===== src/rtl/mcctrl_defs.sv =====
// Shared encodings for the multi-cycle RV32I-subset controller:
// states, opcodes, ALU/mux select codes and a memory-state helper.
package mcctrl_defs;

  typedef enum logic [3:0] {
    S_IDLE     = 4'd0,
    S_FETCH    = 4'd1,
    S_DECODE   = 4'd2,
    S_EXEC_R   = 4'd3,
    S_EXEC_I   = 4'd4,
    S_MEM_ADDR = 4'd5,
    S_MEM_RD   = 4'd6,
    S_MEM_WR   = 4'd7,
    S_WB_ALU   = 4'd8,
    S_WB_MEM   = 4'd9,
    S_BRANCH   = 4'd10,
    S_JAL      = 4'd11,
    S_TRAP     = 4'd12
  } state_e;

  localparam logic [6:0] OP_R      = 7'b0110011;
  localparam logic [6:0] OP_I      = 7'b0010011;
  localparam logic [6:0] OP_LOAD   = 7'b0000011;
  localparam logic [6:0] OP_STORE  = 7'b0100011;
  localparam logic [6:0] OP_BRANCH = 7'b1100011;
  localparam logic [6:0] OP_JAL    = 7'b1101111;

  localparam logic [1:0] ALUOP_ADD   = 2'b00;
  localparam logic [1:0] ALUOP_SUB   = 2'b01;
  localparam logic [1:0] ALUOP_FUNCT = 2'b10;

  localparam logic [1:0] SRC_A_PC    = 2'b00;
  localparam logic [1:0] SRC_A_RS1   = 2'b01;
  localparam logic [1:0] SRC_A_OLDPC = 2'b10;

  localparam logic [1:0] SRC_B_RS2  = 2'b00;
  localparam logic [1:0] SRC_B_FOUR = 2'b01;
  localparam logic [1:0] SRC_B_IMM  = 2'b10;

  localparam logic [1:0] PCSRC_ALU    = 2'b00;
  localparam logic [1:0] PCSRC_ALUOUT = 2'b01;

  localparam logic [1:0] M2R_ALUOUT = 2'b00;
  localparam logic [1:0] M2R_MDR    = 2'b01;
  localparam logic [1:0] M2R_PC     = 2'b10;

  function automatic logic is_mem_state(input state_e s);
    return (s == S_FETCH) || (s == S_MEM_RD) || (s == S_MEM_WR);
  endfunction

endpackage


===== src/rtl/mcctrl_waitcnt.sv =====
// Memory wait-state counter with timeout compare. Runs only while a memory
// state is held without mem_ready, so every memory state starts from zero.
module mcctrl_waitcnt
  import mcctrl_defs::*;
#(
  parameter int TIMEOUT = 255
) (
  input  logic clk,
  input  logic rst,
  input  logic in_mem,
  input  logic mem_ready,
  output logic timeout
);

  localparam logic [7:0] LIMIT = 8'(TIMEOUT);

  logic [7:0] count;
  logic       waiting;

  assign waiting = in_mem && !mem_ready;

  always_ff @(posedge clk or negedge rst) begin
    if (!rst) begin
      count <= 8'd0;
    end else if (waiting) begin
      count <= count + 8'd1;
    end else begin
      count <= 8'd0;
    end
  end

  // A completing access on the limit cycle takes priority over the timeout.
  assign timeout = waiting && (count == LIMIT);

endmodule


===== src/rtl/multicycle_ctrl.sv =====
// Moore controller for a multi-cycle RV32I-subset datapath with a shared ALU
// and memory port. Optional perf counters are built when MCCTRL_PERF_EN is defined.
//
// state    | meaning
// IDLE     | post-reset, all outputs low
// FETCH    | read instruction at PC, PC <= PC+4 on mem_ready
// DECODE   | branch/jump target precomputed into ALUOut
// EXEC_R   | rs1 op rs2
// EXEC_I   | rs1 op imm
// MEM_ADDR | rs1 + imm address calculation
// MEM_RD   | load data read
// MEM_WR   | store data write
// WB_ALU   | write ALUOut to rd
// WB_MEM   | write MDR to rd
// BRANCH   | compare, PC <= target if zero
// JAL      | rd <= PC, PC <= target
// TRAP     | sticky fault, exit only via reset
module multicycle_ctrl
  import mcctrl_defs::*;
#(
  parameter int TIMEOUT = 255,
  parameter int STATE_W = 4
) (
  input  logic               clk,
  input  logic               rst,
  input  logic [6:0]         opcode,
  input  logic               mem_ready,
  output logic               mem_req,
  output logic               i_or_d,
  output logic               mem_read,
  output logic               mem_write,
  output logic               ir_write,
  output logic               pc_write,
  output logic               pc_write_cond,
  output logic [1:0]         pc_source,
  output logic [1:0]         alu_src_a,
  output logic [1:0]         alu_src_b,
  output logic [1:0]         alu_op,
  output logic               reg_write,
  output logic [1:0]         mem_to_reg,
  output logic               trap,
  output logic [STATE_W-1:0] state_o
`ifdef MCCTRL_PERF_EN
  ,
  output logic [31:0]        cycle_cnt,
  output logic [31:0]        instret_cnt
`endif
);

  state_e state;
  state_e next_state;
  logic   in_mem;
  logic   wait_timeout;

  always_ff @(posedge clk or negedge rst) begin
    if (!rst) begin
      state <= S_IDLE;
    end else begin
      state <= next_state;
    end
  end

  assign in_mem  = is_mem_state(state);
  assign state_o = STATE_W'(state);

  mcctrl_waitcnt #(
    .TIMEOUT (TIMEOUT)
  ) u_waitcnt (
    .clk       (clk),
    .rst       (rst),
    .in_mem    (in_mem),
    .mem_ready (mem_ready),
    .timeout   (wait_timeout)
  );

  always_comb begin
    next_state    = state;
    mem_req       = 1'b0;
    i_or_d        = 1'b0;
    mem_read      = 1'b0;
    mem_write     = 1'b0;
    ir_write      = 1'b0;
    pc_write      = 1'b0;
    pc_write_cond = 1'b0;
    pc_source     = PCSRC_ALU;
    alu_src_a     = SRC_A_PC;
    alu_src_b     = SRC_B_RS2;
    alu_op        = ALUOP_ADD;
    reg_write     = 1'b0;
    mem_to_reg    = M2R_ALUOUT;
    trap          = 1'b0;

    case (state)
      S_IDLE: next_state = S_FETCH;

      S_FETCH: begin
        mem_req   = 1'b1;
        mem_read  = 1'b1;
        alu_src_a = SRC_A_PC;
        alu_src_b = SRC_B_FOUR;
        alu_op    = ALUOP_ADD;
        pc_source = PCSRC_ALU;
        if (mem_ready) begin
          ir_write   = 1'b1;
          pc_write   = 1'b1;
          next_state = S_DECODE;
        end else if (wait_timeout) begin
          next_state = S_TRAP;
        end
      end

      S_DECODE: begin
        alu_src_a = SRC_A_OLDPC;
        alu_src_b = SRC_B_IMM;
        alu_op    = ALUOP_ADD;
        case (opcode)
          OP_R:              next_state = S_EXEC_R;
          OP_I:              next_state = S_EXEC_I;
          OP_LOAD, OP_STORE: next_state = S_MEM_ADDR;
          OP_BRANCH:         next_state = S_BRANCH;
          OP_JAL:            next_state = S_JAL;
          default:           next_state = S_TRAP;
        endcase
      end

      S_EXEC_R: begin
        alu_src_a  = SRC_A_RS1;
        alu_src_b  = SRC_B_RS2;
        alu_op     = ALUOP_FUNCT;
        next_state = S_WB_ALU;
      end

      S_EXEC_I: begin
        alu_src_a  = SRC_A_RS1;
        alu_src_b  = SRC_B_IMM;
        alu_op     = ALUOP_FUNCT;
        next_state = S_WB_ALU;
      end

      S_MEM_ADDR: begin
        alu_src_a  = SRC_A_RS1;
        alu_src_b  = SRC_B_IMM;
        alu_op     = ALUOP_ADD;
        next_state = (opcode == OP_LOAD) ? S_MEM_RD : S_MEM_WR;
      end

      S_MEM_RD: begin
        mem_req  = 1'b1;
        mem_read = 1'b1;
        i_or_d   = 1'b1;
        if (mem_ready)         next_state = S_WB_MEM;
        else if (wait_timeout) next_state = S_TRAP;
      end

      S_MEM_WR: begin
        mem_req   = 1'b1;
        mem_write = 1'b1;
        i_or_d    = 1'b1;
        if (mem_ready)         next_state = S_FETCH;
        else if (wait_timeout) next_state = S_TRAP;
      end

      S_WB_ALU: begin
        reg_write  = 1'b1;
        mem_to_reg = M2R_ALUOUT;
        next_state = S_FETCH;
      end

      S_WB_MEM: begin
        reg_write  = 1'b1;
        mem_to_reg = M2R_MDR;
        next_state = S_FETCH;
      end

      S_BRANCH: begin
        alu_src_a     = SRC_A_RS1;
        alu_src_b     = SRC_B_RS2;
        alu_op        = ALUOP_SUB;
        pc_write_cond = 1'b1;
        pc_source     = PCSRC_ALUOUT;
        next_state    = S_FETCH;
      end

      // PC was already advanced in FETCH, so it is the link value here.
      S_JAL: begin
        reg_write  = 1'b1;
        mem_to_reg = M2R_PC;
        pc_write   = 1'b1;
        pc_source  = PCSRC_ALUOUT;
        next_state = S_FETCH;
      end

      S_TRAP: trap = 1'b1;

      default: next_state = S_TRAP;
    endcase
  end

`ifdef MCCTRL_PERF_EN
  logic retire;

  assign retire = (next_state == S_FETCH) &&
                  ((state == S_WB_ALU) || (state == S_WB_MEM) || (state == S_MEM_WR) ||
                   (state == S_BRANCH) || (state == S_JAL));

  always_ff @(posedge clk or negedge rst) begin
    if (!rst) begin
      cycle_cnt   <= 32'd0;
      instret_cnt <= 32'd0;
    end else begin
      if ((state != S_IDLE) && (state != S_TRAP)) cycle_cnt <= cycle_cnt + 32'd1;
      if (retire) instret_cnt <= instret_cnt + 32'd1;
    end
  end
`endif

endmodule


===== config.mk =====
export PLATFORM = sky130hd
export DESIGN_NAME = multicycle_ctrl
export DESIGN_NICKNAME = d
export VERILOG_FILES = /design/src/rtl/mcctrl_defs.sv /design/src/rtl/mcctrl_waitcnt.sv /design/src/rtl/multicycle_ctrl.sv
export SDC_FILE = /design/constraint.sdc
export NUM_CORES = 1
export LEC_CHECK = 0
export CORE_UTILIZATION = 44
export CTS_CLUSTER_SIZE = 25
export DETAILED_ROUTE_END_ITERATION = 16
export PLACE_DENSITY = 0.79
export SYNTH_ARGS = -nofsm -noshare
export SYNTH_HDL_FRONTEND = slang
export SYNTH_SLANG_ARGS = --single-unit

===== constraint.sdc =====
create_clock -name clk -period 2.35 [get_ports clk]
set_input_delay 0.3525 -clock clk [delete_from_list [all_inputs] [get_ports clk]]
set_output_delay 0.3525 -clock clk [all_outputs]
set_load 0.01 [all_outputs]

==> flow_summary_export.csv <==
group,metric,value,unit
synthesis,ys.flop_type,"dfrtp_1",
route,vias,934,
synthesis,yosysUniqueCellTypes,34,
synthesis,synth_edf_count,0,
place,place_area,1230,um^2
clock_tree,clock_latency,0.27,ns
clock_tree,hold_buffers,0,
setup_path,crit_type,"reg -> out",
timing,hold_viol,0,
route,drtIter0Drc,21,
cells_and_area,fin_area,1300,um^2
synthesis,avgSynthCellArea,7.68,um^2
cells_and_area,stdcell_count,175,
clock_tree,cts_inserted_buffers,3,
timing,tns,0,ns
floorplanning,start_util,0.466,
place,routabilityCongestion,0.771,
floorplanning,die_h,47.4,um
setup_path,crit_path_start_kind,"flop",
cells_and_area,drive_gt1_frac,0.135,
global_route,grt_first_pass_wirelength,3310,um
timing,max_clock_freq,444,MHz
pwr,power_density,1110,nW/um^2
global_route,grt_antenna_before_repair,0,
route,wl_per_cell,12.3,um
cells_and_area,fin_nets,160,
global_route,grt_pass1_vias,751,
global_route,grt_start_max_net_pins,21,
cells_and_area,n_antenna_cell,0,
route,postRouteWirelength,2150,um
place,hpwl,1650,um
route,wl_met2,1020,um
timing,tightest_slew,0.516,ns
synthesis,synthArstFlopShare,1.00,
route,vias_per_cell,5.34,
synthesis,yosys_warnings,0,
pwr,power,0.00144,W
clock_tree,cts_tree,"yes",
cells_and_area,fillerInstances,163,
synthesis,yosysTopAreaCell,"dfrtp_1",
synthesis,synth-seq-cells,12,
route,met3_length,98,um
floorplanning,design.core.area,1940,um^2
cells_and_area,final_cell_mix,"31 x clkdlybuf4s50_1, 18 x nor2_1, 8 x dfrtp_1",
floorplanning,die_width,47.4,um
timing,skew,0.00429,ns
clock_tree,cts-root-buf,"clkbuf_4",
floorplanning,dieArea,2240,um^2
clock_tree,htree_levels,1,
global_route,grt_use_total,0.216,
setup_path,cp_data_required_time,2.00,ns
place,placed_cells,171,
global_route,grt_overflow,0,
floorplanning,ioPinCount,33,
flow_run,cap_viol_max_count,0,
setup_path,arrival,1.90,ns
run_status,status,"complete, no violations",
timing,rsz0062_at_grt,"false",
route,dr.pass1.iters,4,
place,portBuffers,31,
place,pre_cts_slack,0.0880,ns
synthesis,syn-cell-area,906,um^2
timing,period_minus_slack,2.25,ns
route,met1_length,1020,um
route,top_layer_used,"met4",
cells_and_area,final_common_cell,"clkdlybuf4s50_1",
synthesis,yosysTopAreaCellShare,0.331,
floorplanning,fp-row-count,16,
setup_path,cpMaxStageDelayCell,"clkdlybuf4s50_1",
route,remaining_drc_errors,0,
setup_path,crit_fanout,16,
clock_tree,postCtsSetupRepairBufs,0,
timing,slew_headroom,0.655,
hold_path,hold_path_class,"in -> async",
pwr,irDropWorstVdd,0.708,mV
timing,drv_slew,0,
timing,post-route-period-util,0.959,
setup_path,cpPeakStageDelay,0.55,ns
setup_path,cp-end-kind,"output pin",
synthesis,syn_nets,129,
synthesis,synthCells,118,
synthesis,yosys-top-cells-area,"dfrtp_1 33%, nor2_1 7.5%, xor2_1 5.8%",
pwr,p_leak,0.518,nW
route,postRouteAntennaNets,0,
clock_tree,path_clk_slew,0.07,ns
timing,setup_slack,0.0972,ns
setup_path,crit_chain,"nand2_1, or2_2, a21oi_1, clkdlybuf4s50_1",
cells_and_area,synthToLayoutAreaGrowth,43.8,%
timing,setup_violations,0,
clock_tree,cts_buffer_depth,2,
synthesis,ys_seq_area_frac,0.331,
clock_tree,cts_sinks,12,
worst paths after layout:
kind	from	end	slack, ns	cells past startpoint
worst max-delay path	state_o[1]	mem_read	0.1	4
worst min-delay path	rst	u_waitcnt.count[0]	0.42	1
worst max register to register	state_o[0]	state_o[1]	0.33	4
worst min register to register	u_waitcnt.count[0]	u_waitcnt.count[0]	0.52	1
max in group asynchronous	rst	state_o[3]	1.54	1
min in group clk	u_waitcnt.count[0]	u_waitcnt.count[0]	0.52	1
per-layer routing:
| layer | up-vias | GRT usage |
|---|---|---|
| li1 | 470 | - |
| met1 | 438 | 0.287 |
| met2 | 24 | 0.342 |
| met3 | 2 | 0.0577 |
| met4 | 0 | 0.0686 |
| met5 | - | 0 |
synthesized netlist by cell type, drive strengths merged (4+ instances only):
master and number:
a21oi 7, nand2b 6, clkbuf 5, inv 4, nand3 7, nor3 6, dfrtp 12, xor2 6
or3 4, o21ai 6, nand2 7, nor2 18
worst max-delay path, delay by kind of cell (launching register included):
| kind | cells | cell delay, ns |
|---|---|---|
| simple gates | 2 | 0.43 |
| flops | 1 | 0.51 |
| compound gates | 1 | 0.14 |
| buf+inv | 1 | 0.55 |
kinds of logic after synthesis:
family / synth area share
AO/OA/AOI/OAI: 0.145
other: 0.00414
XOR/XNOR: 0.0774
adder cells (fa/ha/maj): 0.0138
AND/OR/NAND/NOR: 0.362
buffers and inverters: 0.0663
flip-flops: 0.331
timing repair:
item / CTS / global route
cloned: 0 / 0
endpoints found under the hold margin: 0 / 0
setup endpoints to repair: 4 / 5
resized for setup: 3 / 8
cell type report:
type                            instances  area (um^2)  share of cell area
Clock buffer                            4         36.3              0.0279
Inverter                                4         15.0              0.0115
Multi-Input combinational cell         94          577               0.443
Sequential cell                        12          308               0.236
Tap cell                               27         33.8              0.0259
Timing Repair Buffer                   34          333               0.256
through the flow:
stage / utilization / hold WS (ns)
after floorplan: - / 0.0569
final: 0.671 / 0.420
after global routing: 0.671 / 0.453
after CTS: 0.653 / 0.429
after global placement: 0.632 / 0.492
after detailed placement: 0.632 / 0.509
state kept, by name, summed over array words and instances, names as in the netlist:
register and flops:
u_waitcnt.count 8, state_o 4
power breakdown:
part           internal [W]  switching [W]  total (W)
registers          0.000259       0.000151   0.000411
logic              0.000493       0.000380   0.000873
clock network     0.0000942      0.0000647   0.000159
total              0.000846       0.000596    0.00144
No activity file was read; power rests on OpenSTA's default activity.
